<file path="config.mk">
export PLATFORM = sky130hd
export DESIGN_NAME = guitar_input_conditioner
export DESIGN_NICKNAME = d
export VERILOG_FILES = /design/src/rtl/guitar_input_pkg.sv /design/src/rtl/guitar_input_conditioner_debouncer.sv /design/src/rtl/guitar_input_conditioner.sv
export SDC_FILE = /design/constraint.sdc
export NUM_CORES = 1
export LEC_CHECK = 0
export ABC_AREA = 1
export BUFFER_PORTS_ARGS = -buffer_cell sky130_fd_sc_hd__buf_2
export CORE_ASPECT_RATIO = 1.25
export CORE_MARGIN = 2
export CORE_UTILIZATION = 55
export DETAILED_ROUTE_END_ITERATION = 6
export MAX_ROUTING_LAYER = met4
export PLACE_DENSITY = 0.84
export SKIP_CTS_REPAIR_TIMING = 1
export SLEW_MARGIN = 10
export SYNTH_ARGS = -nofsm -noshare
export SYNTH_HDL_FRONTEND = slang
export SYNTH_SLANG_ARGS = --single-unit
</file>
<file path="constraint.sdc">
create_clock -name clk -period 5.1 [get_ports clk]
set_input_delay 0.255 -clock clk [delete_from_list [all_inputs] [get_ports clk]]
set_output_delay 0.255 -clock clk [all_outputs]
set_load 0.005 [all_outputs]
</file>
<file path="src/rtl/guitar_input_pkg.sv">
// Shared types and defaults for the guitar input conditioner.
// Timing defaults assume the 100 MHz system clock.
package guitar_input_pkg;

  localparam int NUM_FRETS_DEFAULT       = 4;
  localparam int DEBOUNCE_CYCLES_DEFAULT = 1000000;

  typedef enum logic {
    S_IDLE,
    S_PENDING
  } strum_state_t;

  // both_edges selects whether a release also counts as a strum
  function automatic logic strum_edge(input logic level, input logic level_prev,
                                      input logic both_edges);
    if (both_edges) begin
      return level ^ level_prev;
    end
    return level & ~level_prev;
  endfunction

endpackage

</file>
<file path="src/rtl/guitar_input_conditioner_debouncer.sv">
// input_debouncer: 2-flop synchroniser followed by a consecutive-sample debouncer.
// The level flips only after DEBOUNCE_CYCLES differing samples in a row (DEBOUNCE_CYCLES >= 2).
module input_debouncer
  import guitar_input_pkg::*;
#(
  parameter int DEBOUNCE_CYCLES = DEBOUNCE_CYCLES_DEFAULT
) (
  input  logic clk,
  input  logic reset,
  input  logic raw,
  output logic level
);

  localparam int CNT_W = (DEBOUNCE_CYCLES > 1) ? $clog2(DEBOUNCE_CYCLES) : 1;
  localparam logic [CNT_W-1:0] CNT_LAST = CNT_W'(DEBOUNCE_CYCLES - 1);

  logic             sync_q1;
  logic             sync_q2;
  logic             stable_q;
  logic [CNT_W-1:0] cnt_q;

  always_ff @(posedge clk or posedge reset) begin
    if (reset) begin
      sync_q1  <= 1'b0;
      sync_q2  <= 1'b0;
      stable_q <= 1'b0;
      cnt_q    <= '0;
    end else begin
      sync_q1 <= raw;
      sync_q2 <= sync_q1;
      if (sync_q2 == stable_q) begin
        cnt_q <= '0;
      end else if (cnt_q == CNT_LAST) begin
        // the run of differing samples is long enough: accept the new level
        stable_q <= sync_q2;
        cnt_q    <= '0;
      end else begin
        cnt_q <= cnt_q + CNT_W'(1);
      end
    end
  end

  assign level = stable_q;

endmodule

</file>
<file path="src/rtl/guitar_input_conditioner.sv">
// Debounces fret and strum inputs and latches strum events with a fret snapshot until acked.
// Define STRUM_BOTH_EDGES_EN to treat strum releases as events as well as presses.
//
// state     | meaning
// S_IDLE    | no strum event waiting for the processor
// S_PENDING | event latched in strum_frets/strum_count, waiting for strum_ack
module guitar_input_conditioner
  import guitar_input_pkg::*;
#(
  parameter int DEBOUNCE_CYCLES = DEBOUNCE_CYCLES_DEFAULT,
  parameter int NUM_FRETS       = NUM_FRETS_DEFAULT
) (
  input  logic                 clk,
  input  logic                 reset,
  input  logic [NUM_FRETS-1:0] fret_raw,
  input  logic                 strum_raw,
  input  logic                 strum_ack,
  output logic [NUM_FRETS-1:0] fret_out,
  output logic                 strum_level,
  output logic                 strum_valid,
  output logic [NUM_FRETS-1:0] strum_frets,
  output logic                 strum_overrun,
  output logic [7:0]           strum_count
);

`ifdef STRUM_BOTH_EDGES_EN
  localparam logic BOTH_EDGES = 1'b1;
`else
  localparam logic BOTH_EDGES = 1'b0;
`endif

  for (genvar i = 0; i < NUM_FRETS; i++) begin : g_fret
    input_debouncer #(
      .DEBOUNCE_CYCLES(DEBOUNCE_CYCLES)
    ) u_fret_db (
      .clk   (clk),
      .reset (reset),
      .raw   (fret_raw[i]),
      .level (fret_out[i])
    );
  end

  input_debouncer #(
    .DEBOUNCE_CYCLES(DEBOUNCE_CYCLES)
  ) u_strum_db (
    .clk   (clk),
    .reset (reset),
    .raw   (strum_raw),
    .level (strum_level)
  );

  logic strum_level_q;
  logic strum_event;

  always_ff @(posedge clk or posedge reset) begin
    if (reset) begin
      strum_level_q <= 1'b0;
    end else begin
      strum_level_q <= strum_level;
    end
  end

  assign strum_event = strum_edge(strum_level, strum_level_q, BOTH_EDGES);

  strum_state_t         state_q;
  strum_state_t         state_d;
  logic [NUM_FRETS-1:0] frets_q;
  logic [NUM_FRETS-1:0] frets_d;
  logic                 overrun_q;
  logic                 overrun_d;
  logic [7:0]           count_q;
  logic [7:0]           count_d;

  always_ff @(posedge clk or posedge reset) begin
    if (reset) begin
      state_q   <= S_IDLE;
      frets_q   <= '0;
      overrun_q <= 1'b0;
      count_q   <= 8'd0;
    end else begin
      state_q   <= state_d;
      frets_q   <= frets_d;
      overrun_q <= overrun_d;
      count_q   <= count_d;
    end
  end

  always_comb begin
    state_d   = state_q;
    frets_d   = frets_q;
    overrun_d = overrun_q;
    count_d   = count_q;
    case (state_q)
      S_IDLE: begin
        if (strum_event) begin
          state_d = S_PENDING;
          frets_d = fret_out;
          count_d = count_q + 8'd1;
        end
      end
      S_PENDING: begin
        // a fresh strum replaces the one being acked; without an ack the oldest is kept
        if (strum_event && strum_ack) begin
          frets_d = fret_out;
          count_d = count_q + 8'd1;
        end else if (strum_event) begin
          overrun_d = 1'b1;
        end else if (strum_ack) begin
          state_d = S_IDLE;
        end
      end
      default: begin
        state_d = S_IDLE;
      end
    endcase
  end

  assign strum_valid   = (state_q == S_PENDING);
  assign strum_frets   = frets_q;
  assign strum_overrun = overrun_q;
  assign strum_count   = count_q;

endmodule

</file>
[After elaboration in Yosys (flattened, before gate mapping)]
Index checks and enable logic that the tools add are counted.
Operators by class
  add/subtract/negate cells: 6
  multipliers: 0
  divide/modulo/power cells: 0
  magnitude comparators: 0
  equality and inequality tests: 12
  shift operators: 0
  muxes and demuxes: 21
  bitwise logic cells: 9
  reductions and logical operators: 8
Operators with widths (number)
  20-bit 2-to-1 mux: 10
  20-bit by 1-bit adder with 20-bit output (second input constant): 5
  20-bit == test (second input constant): 5
  8-bit 2-to-1 mux: 2
  8-bit one-hot mux with 2 select lines: 1
  2-bit AND reduction: 6
  8-bit by 1-bit adder with 8-bit output (second input constant): 1
  4-bit 2-to-1 mux: 2
  1-bit NOT: 8
  4-bit one-hot mux with 2 select lines: 1
  1-bit == test: 5
  1-bit 2-to-1 mux: 4
  3-bit AND reduction: 1
  2-bit by 1-bit inequality test with 1-bit output (second input constant): 1
  2-bit inequality test (second input constant): 1
  1-bit one-hot mux with 2 select lines: 1
  1-bit bitwise AND: 1
  1-bit logical AND: 1
Word-level totals
  flip-flop bits (word level): 130
  latch bits: 0
  memory bits (writable): 0
  bits in read-only memories: 0
  input port bits: 8
  output and inout bits: 19
  word-level logic and storage cells: 81
  memories kept: 0

[Logic depth before layout (Yosys ltp)]
  word-level depth: 5
  gate-level depth with buffers: 9
  mapped depth without buffers: 9

[By module]
Synthesis repeated with hierarchy kept, for this count alone.
Unflattened totals
  cell total of the unflattened synthesis: 889
  area, all modules: 7435.9 um2
By module, submodules not included
  input_debouncer: times used 5, cells each 162, area each 1338.8 um2, sequential area each 575.6 um2
  guitar_input_conditioner: times used 1, cells each 79, area each 742.0 um2, sequential area each 375.4 um2

[Worst setup path after synthesis]
No wires, ideal clock.
  path kind: reg-to-reg
  start point: register g_fret[3].u_fret_db.cnt_q[0]
  end point: register g_fret[3].u_fret_db.cnt_q[18]
  setup time: 0.117 ns
  data arrival time: 1.174 ns
  required time: 4.983 ns
  path slack: 3.809 ns
  stages on the path, launching flop included: 9
  buffers on the path: 0
  clock period less this slack: 1.291 ns
  cell sequence: dfrtp_1 > ha_1 > nand2_2 > nor2_4 > nand2_2 > nor2_2 > a21oi_2 > inv_2 > nor2_1
On the way
  cells in the longest elaborated chain, start to end: 3
  elaborated cells between the ends (all ways): 4
  those cells by class: add/sub: 1; eq/ne: 1; mux: 2
Ends and longest elaborated chain
  start, declared: RTL line guitar_input_conditioner_debouncer.sv:20  | logic [CNT_W-1:0] cnt_q;
  start signal, assigned: RTL line guitar_input_conditioner_debouncer.sv:38  | cnt_q <= cnt_q + CNT_W'(1);
  20-bit by 1-bit adder with 20-bit output / 20-bit == test (equally long branches): RTL line guitar_input_conditioner_debouncer.sv:38, guitar_input_conditioner_debouncer.sv:33
  20-bit 2-to-1 mux *: RTL line guitar_input_conditioner_debouncer.sv:33  | end else if (cnt_q == CNT_LAST) begin
  20-bit 2-to-1 mux *: RTL line guitar_input_conditioner_debouncer.sv:31  | if (sync_q2 == stable_q) begin
Mark *: on every way between the ends. The rest lies on a longest branch, timed or not.
A chain may end at the register's enable or synchronous reset.

[Worst setup path after layout]
  start point: register g_fret[0].u_fret_db.stable_q
  end point: register g_fret[0].u_fret_db.cnt_q[0]
On the way
  cells in the longest elaborated chain, start to end: 2
Ends and longest elaborated chain
  start, declared: RTL line guitar_input_conditioner_debouncer.sv:19  | logic stable_q;
  start signal, assigned: RTL line guitar_input_conditioner_debouncer.sv:35  | stable_q <= sync_q2;
  1-bit == test: RTL line guitar_input_conditioner_debouncer.sv:31
  20-bit 2-to-1 mux: RTL line guitar_input_conditioner_debouncer.sv:31
  end signal, assigned: RTL line guitar_input_conditioner_debouncer.sv:38
  end, declared: RTL line guitar_input_conditioner_debouncer.sv:20
Every way passes these cells.

==> impl_metrics.tcl <==
set metrics [dict create \
    status "finished clean" \
    top_layer "met4" \
    cts_buffers 17 \
    r2r_slack_ns 3.29 \
    max_freq_mhz 551 \
    nFillCells 1024 \
    final-hold-violation-count 0 \
    fin_tns_setup_ns 0 \
    crit_end "g_fret[0].u_fret_db.cnt_q[0]$_DFF_PP0_" \
    wl_mm 15.0 \
    place_congestion 0.927 \
    syn_inst 879 \
    hpwl_mm 10.4 \
    synthTopCellsByArea "dfrtp_1, nor2_1, nand2_1, nand3_1, xor2_1" \
    root_buffer "clkbuf_16" \
    fin_cells 1101 \
    r2r_end "g_fret[0].u_fret_db.cnt_q[0]$_DFF_PP0_" \
    drive_above_1_share 0.138 \
    slew_headroom 0.356 \
    antenna_found_initial 0 \
    grtUsageTotal 0.240 \
    nets 938 \
    fp.dieArea_mm2 0.0135 \
    n_antenna_cell 0 \
    synth_top_area_share 0.469 \
    grt_max_degree 76 \
    tightest_slew_ns 0.958 \
    yosys_register_bits 130 \
    slowest_delay_ns 0.78 \
    wl_per_cell_um 13.6 \
    grt_pass1_wl_mm 25.1 \
    die_w_um 104 \
    drt_iter0_drc 308 \
    initial_core_util 0.568 \
    layout_common_cells "nor2_1, nand2_1, dfrtp_1, nand3_1, inv_1" \
    drv_cap 0 \
    final_common_cell "nor2_1" \
    cts_max_level 4 \
    grt_pass1_vias 5545 \
    yosysWarnings 0 \
    p_total_w 0.00243 \
    cp_max_fo 11 \
    hp-class "in2reg" \
    skew_ns 0.00445 \
    netlist_area_mm2 0.00694 \
    leakage_nw 3.46 \
    synth_edf_count 0 \
    ys_types 33 \
    ys_seq_area_frac 0.469 \
    area_growth_pct 14.4 \
    clock-sinks 130 \
    clk_pin_slew_ns 0.06 \
    route.met2.wl_mm 7.48 \
    core_mm2 0.0122 \
    rr_worst_depth 4 \
    synthArstFlopShare 1.00 \
    worst_path_max_delay_cell "xnor2_1" \
    synthFlopType "dfrtp_1" \
    required_ns 5.40 \
    place.detailed.instances 1063 \
    cp.arrival_ns 2.11 \
    ant_nets 0 \
    vias_per_cell 5.26 \
    rows 45 \
    cts_tree "done" \
    end_kind "flip-flop" \
    clock_path_buffers 2 \
    path_cells "xnor2_1, inv_1, nand2_1, nor2_1" \
    timing.final.crit_period_ns 1.81 \
    synth_largest_area_cell "dfrtp_1" \
    drcViolationCount 0 \
    power_density_mw_per_mm2 306 \
    insertion_delay_ns 0.42 \
    firstDrtPassIters 5 \
    period_share 0.356 \
    rsz0062_at_grt "false" \
    die_y_um 130 \
    start_kind "flip-flop" \
    max-vdd-ir-drop_mv 0.199 \
    portBuffers 26 \
    drv_slew 0 \
    drt-met1-wl_mm 6.43 \
    timing.critical_path.from "g_fret[0].u_fret_db.level$_DFFE_PP0P_" \
    dr_wl_met3_um 665 \
    avgSynthCellArea_um2 7.90 \
    io-pin-count 27 \
    overflow 0 \
    syn_nets 893 \
    critPathKind "reg2reg" \
    timing.rr.start "g_fret[0].u_fret_db.level$_DFFE_PP0P_" \
    num_vias 5795 \
    finalSetupViolCount 0 \
]
==> worst max-delay path, delay by kind of cell (launching register included) <==
| kind | cells | cell delay, ns |
|---|---|---|
| xor+xnor | 1 | 0.78 |
| flops | 1 | 0.41 |
| simple gates | 2 | 0.33 |
| buf+inv | 1 | 0.17 |
==> how the worst min path moves through the flow <==
stage,from,end,depth (start not counted)
global route,strum_ack,strum_overrun$_DFFE_PP0P_,3
CTS,fret_raw[2],g_fret[2].u_fret_db.sync_q1$_DFF_PP0_,1
floorplan,fret_raw[0],g_fret[0].u_fret_db.sync_q1$_DFF_PP0_,0
global placement,g_fret[0].u_fret_db.sync_q1$_DFF_PP0_,g_fret[0].u_fret_db.sync_q2$_DFF_PP0_,0
finish,strum_ack,strum_overrun$_DFFE_PP0P_,3
detailed placement,g_fret[0].u_fret_db.sync_q1$_DFF_PP0_,g_fret[0].u_fret_db.sync_q2$_DFF_PP0_,0
==> registers in the layout, summed over array words and instances, names as in the netlist, 4 cells and up <==
register and flops:
g_fret.u_fret_db.sync_q1 4, g_fret.u_fret_db.sync_q2 4, strum_frets 4, strum_count 8, g_fret.u_fret_db.level 4, g_fret.u_fret_db.cnt_q 80
u_strum_db.cnt_q 20
==> area by class of cell <==
cell class,count,area [µm²],share of cell area
well taps,164,205,0.0258
clock buffers,19,453,0.0571
flip-flops and latches,130,3250,0.410
repair buffers,33,198,0.0249
clock inverters,13,183,0.0230
inverters,88,337,0.0424
multi-input cells,654,3310,0.417
==> stage by stage <==
| step | util | hold WS, ns | instance area (µm²) | setup WS (ns) |
|---|---|---|---|---|
| after detailed placement | 0.593 | 0.337 | 7240 | 3.32 |
| final | 0.650 | 0.179 | 7940 | 3.29 |
| after CTS | 0.645 | -0.0709 | 7880 | 3.32 |
| after floorplan | - | 0.286 | 6940 | 1.38 |
| after global routing | 0.650 | 0.180 | 7940 | 3.14 |
| after global placement | 0.593 | 0.334 | 7240 | 3.40 |
==> Yosys cell counts (3+ instances only) <==
cell / instances
o21ai_0: 16
dfrtp_1: 130
nand4_1: 19
xnor2_1: 20
nor3_1: 5
xor2_1: 35
ha_1: 6
nand3_2: 5
nand3_1: 84
o21ai_1: 5
inv_2: 8
nor3b_1: 3
nand2_2: 20
buf_2: 3
nor2_1: 214
nor2_4: 16
nand2_1: 165
inv_1: 79
nor2_2: 12
buf_4: 4
a21oi_1: 15
==> cells by family after synthesis <==
kind of cell | synth area share
AND/OR/NAND/NOR | 0.364
flip-flops | 0.469
buffers and inverters | 0.0543
AO/OA/AOI/OAI | 0.0326
XOR/XNOR | 0.0694
adder cells (fa/ha/maj) | 0.0108
==> per-layer routing <==
layer,track usage,vias up
met2,0.408,157
met3,0.0513,36
met5,-,-
met4,0.0938,0
li1,-,2872
met1,0.281,2730
==> power by group <==
group	switching (W)	leakage (nW)	total [W]	internal [W]
logic	0.0000469	1.39	0.0000656	0.0000187
clock network	0.000462	0.301	0.00130	0.000842
registers	0.0000117	1.77	0.00106	0.00105
(Power assumes the default switching activity.)
